===== config.mk =====
export PLATFORM = sky130hd
export DESIGN_NAME = count_step_ctrl
export DESIGN_NICKNAME = d
export VERILOG_FILES = /design/src/rtl/count_step_ctrl.sv
export SDC_FILE = /design/constraint.sdc
export NUM_CORES = 1
export LEC_CHECK = 0
export ABC_AREA = 1
export ABC_CLOCK_PERIOD_IN_PS = 2300
export BUFFER_PORTS_ARGS = -buffer_cell sky130_fd_sc_hd__buf_2
export CAP_MARGIN = 0
export CORE_ASPECT_RATIO = 1.1
export CORE_MARGIN = 2
export CORE_UTILIZATION = 49
export DETAILED_ROUTE_END_ITERATION = 12
export PLACE_DENSITY = 0.65
export SYNTH_ARGS = -nofsm -noshare
export SYNTH_HDL_FRONTEND = slang
export SYNTH_SLANG_ARGS = --single-unit

===== constraint.sdc =====
create_clock -name clk -period 2.3 [get_ports clk]
set_clock_uncertainty 0.1 [all_clocks]
set_input_delay 0.115 -clock clk [delete_from_list [all_inputs] [get_ports clk]]
set_output_delay 0.115 -clock clk [all_outputs]
set_load 0.1 [all_outputs]

===== src/rtl/count_step_ctrl.sv =====
// count_step_ctrl: 2-FF synchronizer, debouncer and press/auto-repeat FSM
// producing single-cycle step pulses for a downstream counter enable.
module count_step_ctrl #(
  parameter int DB_CYCLES     = 16,
  parameter int HOLD_CYCLES   = 64,
  parameter int REPEAT_CYCLES = 16,
  parameter int TW            = 16
) (
  input  logic clk,
  input  logic reset,
  input  logic btn_raw,
  input  logic repeat_en,
  output logic step,
  output logic held,
  output logic btn_level
);
  typedef enum logic [1:0] {IDLE, HOLD, REPEAT} state_t;
  localparam logic [TW-1:0] DB_MAX  = TW'(DB_CYCLES - 1);
  localparam logic [TW-1:0] HOLD_MAX = TW'(HOLD_CYCLES - 1);
  localparam logic [TW-1:0] REP_MAX  = TW'(REPEAT_CYCLES - 1);
  logic s1, s2;
  logic [TW-1:0] db_cnt, timer;
  state_t state;
  always_ff @(posedge clk) begin
    if (reset) begin
      s1        <= 1'b0;
      s2        <= 1'b0;
      btn_level <= 1'b0;
      db_cnt    <= '0;
      timer     <= '0;
      state     <= IDLE;
      step      <= 1'b0;
      held      <= 1'b0;
    end else begin
      s1 <= btn_raw;
      s2 <= s1;
      if (s2 == btn_level) db_cnt <= '0;
      else if (db_cnt == DB_MAX) begin
        btn_level <= s2;
        db_cnt    <= '0;
      end else db_cnt <= db_cnt + 1'b1;
      step <= 1'b0;
      held <= 1'b0;
      // FSM acts on the debounced level as registered before this edge
      case (state)
        IDLE: if (btn_level) begin
          step  <= 1'b1;
          timer <= '0;
          state <= HOLD;
          held  <= 1'b1;
        end
        HOLD: if (!btn_level) state <= IDLE;
        else begin
          held <= 1'b1;
          if (repeat_en && timer == HOLD_MAX) begin
            step  <= 1'b1;
            timer <= '0;
            state <= REPEAT;
          end else if (timer != HOLD_MAX) timer <= timer + 1'b1;
        end
        REPEAT: if (!btn_level) state <= IDLE;
        else begin
          held <= 1'b1;
          if (!repeat_en) begin
            state <= HOLD;
            timer <= '0;
          end else if (timer == REP_MAX) begin
            step  <= 1'b1;
            timer <= '0;
          end else timer <= timer + 1'b1;
        end
        default: state <= IDLE;
      endcase
    end
  end
endmodule


==> out/qor.yml <==
run_status:
  run_status: "finished, final reports clean"
clock_tree:
  clock_tree_from_tritoncts: "built"
  ctsHtreeMaxLevel: 2
  clkTransAtPathRegs_ns: 0.07
  holdBufCountCts: 3
  clock_tree.buffer_depth: 2
  clock-root-buffer: "sky130_fd_sc_hd__clkbuf_8"
  postCtsSetupRepairBufs: 0
  clkLatencyLatePin_ns: 0.29
  cts.sinks: 39
  cts_resized: 0
  cts_buffers: 5
sta:
  worst_slew_pin_slew_ns: 0.487
  timing.final.max_slew_violations: 0
  fmax_mhz: 523
  unrepaired_setup_endpoints_after_global_routing: "false"
  setup_slack_ns: 0.387
  relSlewSlack: 0.673
  timing_hold_violations_final: 0
  finalCriticalPeriod_ns: 1.91
  setup_total_negative_slack_ns: 0
  layout_worst_path_cycle_share: 0.832
  total_of_endpoints_with_negative_setup_slack_in_the_final_report: 0
drt:
  route.top_layer_used: "met4"
  drc_errors: 0
  number_of_nets_still_failing_antenna_checks_after_routing: 0
  drtIter0Drc: 96
  wl_met1_mm: 1.88
  met2RoutedLength_mm: 2.07
  route.vias.total: 1850
  routed_wirelength_mm: 4.10
  drt-pass1-iter-count: 4
  avgViaCountPerCell: 5.05
  detail_route.wl_per_cell_um: 11.2
  detailroute.wirelength.met3_um: 91
synthesis:
  syn-instance-count: 296
  synth.distinct_cells: 35
  postSynthNetCount: 306
  synth_sequential_area_ratio: 0.363
  yosys_register_bits: 39
  mappedNetlistArea_sq_mm: 0.00215
  syn_area_per_cell_sq_um: 7.27
  yosysWarningCount: 0
placement:
  dp_slack_ns: 0.382
  dp_hpwl_mm: 3.14
  io_buffers: 6
  place.gp.congestion: 0.837
  dp_cells: 355
final_layout:
  nFillCells: 448
  area.growth.synth_to_final_pct: 8.90
  mostFrequentLayoutCell: "sky130_fd_sc_hd__nand2_1"
  antennaDiodeCount: 0
  multiInputGateArea_sq_mm: 0.00118
  area_occupied_by_registers_sq_um: 781
  post_route_cells_drive_above_1_share: 0.131
  finish.net_count: 321
  layoutNonFillerInstCount: 366
  mostFrequentLayoutCells: "sky130_fd_sc_hd__nand2_1 (57), sky130_fd_sc_hd__nor2_1 (43), sky130_fd_sc_hd__inv_1 (41)"
global_routing:
  grt_util_all_layers: 0.188
  globalRoute.totalOverflow: 0
  wire_length_of_the_first_global_routing_pass_mm: 7.17
  first_global_vias: 1772
  antenna_found_initial: 0
  grt_start_max_net_pins: 13
die:
  chipWidth_um: 67.2
  floorplan.initialDensity: 0.506
  row_count: 25
  die-height_um: 73.5
  io_pins: 7
  die_area_sq_mm: 0.00494
  core_region_area_sq_mm: 0.00425
power:
  pwr_density_cell_mw_per_mm2: 552
  power_leakage_nw: 0.858
  vdd_ir_drop_max_v: 0.000316
critical_path:
  critPathArrivalTime_ns: 1.98
  worstPathMaxFanout: 12
  cp_data_required_time_ns: 2.37
  critical_path.endpoint_type: "register"
  timing_worst_setup_path_type: "reg -> reg"
  worst_setup_path_start_kind: "register"
hold_path:
  min_path_type: "in -> reg"
job:
  max-cap-violations: 0
-- per-stage QoR --
step                instance area [sq um]   util  power [mW]  hold WS (ns)
floorplan                            2150      -       0.834        0.0841
detailed placement                   2230  0.525       0.861         0.228
global route                         2340  0.551        1.35         0.223
global placement                     2230  0.525       0.862         0.223
finish                               2340  0.551        1.29         0.161
CTS                                  2340  0.551        1.31         0.152
-- cell usage after synthesis (all sizes together) --
| cell type | count | area share |
|---|---|---|
| o21ai | 12 | 0.030 |
| nand4 | 11 | 0.039 |
| o31ai | 1 | 0.0035 |
| nor2 | 56 | 0.13 |
| a31oi | 1 | 0.0099 |
| nand2 | 62 | 0.12 |
| o22ai | 1 | 0.0029 |
| o311a | 1 | 0.0047 |
| nor3 | 9 | 0.023 |
| o21a | 1 | 0.0035 |
| inv | 44 | 0.079 |
| ha | 6 | 0.035 |
| o21bai | 2 | 0.0070 |
| xor2 | 7 | 0.028 |
| a21boi | 1 | 0.0035 |
| dfxtp | 39 | 0.36 |
| buf | 2 | 0.012 |
| or2 | 3 | 0.0087 |
| nor4 | 1 | 0.0029 |
| xnor2 | 1 | 0.0041 |
| nor3b | 4 | 0.014 |
| a21oi | 13 | 0.030 |
| nand3 | 18 | 0.044 |
-- worst paths after layout --
path,startpoint,endpoint,cells past startpoint,slack (ns)
worst max register to register,timer[0],timer[2],10,0.39
worst min-delay path,repeat_en,timer[8],5,0.16
worst min register to register,s1,s2,2,0.31
worst max-delay path,timer[0],timer[2],10,0.39
-- cell families (layout without fill, tap and decap cells) --
logic type                 count (synthesis)  in the layout  synth area share
AOI/OAI and AO/OA                         33             33            0.0948
xor gates and xnor gates                   8              8            0.0326
and+or+nand+nor                          164            164             0.384
adders and majority gates                  6              6            0.0349
buffers and inverters                     46             62            0.0907
DFF                                       39             39             0.363
-- registers in the layout, indices dropped and copies added, names as in the netlist --
register   count
state          2
db_cnt        16
step           1
btn_level      1
s2             1
s1             1
held           1
timer         16
-- layer usage --
metal | track usage | up-vias
met5 | 0 | -
met4 | 0.0658 | 0
met3 | 0.0413 | 6
met2 | 0.332 | 14
met1 | 0.222 | 851
li1 | - | 979
-- area by class of cell --
class	instances	area share
repair buffers	10	0.0288
flip-flops and latches	39	0.333
clock inverters	1	0.00214
well taps	54	0.0288
clock buffers	7	0.0326
multi-input cells	211	0.502
inverters	44	0.0726
-- critical path: stages, from the launching register on --
cell                      delay [ns]
sky130_fd_sc_hd__dfxtp_1        0.37
sky130_fd_sc_hd__ha_1           0.21
sky130_fd_sc_hd__nand3_2        0.15
sky130_fd_sc_hd__nor2_4         0.19
sky130_fd_sc_hd__nand4_1        0.16
sky130_fd_sc_hd__nand2_1        0.10
sky130_fd_sc_hd__nand2_2        0.07
sky130_fd_sc_hd__nand2_2        0.08
sky130_fd_sc_hd__nand2_4        0.06
sky130_fd_sc_hd__nand2_4        0.22
sky130_fd_sc_hd__nor2_1         0.08
-- report_power, final --
group          switching (mW)  internal, mW
clock network           0.230         0.213
registers             0.00872         0.686
logic                   0.104        0.0519
total                   0.343         0.951
Note: power is estimated with default switching activity, not from simulation.
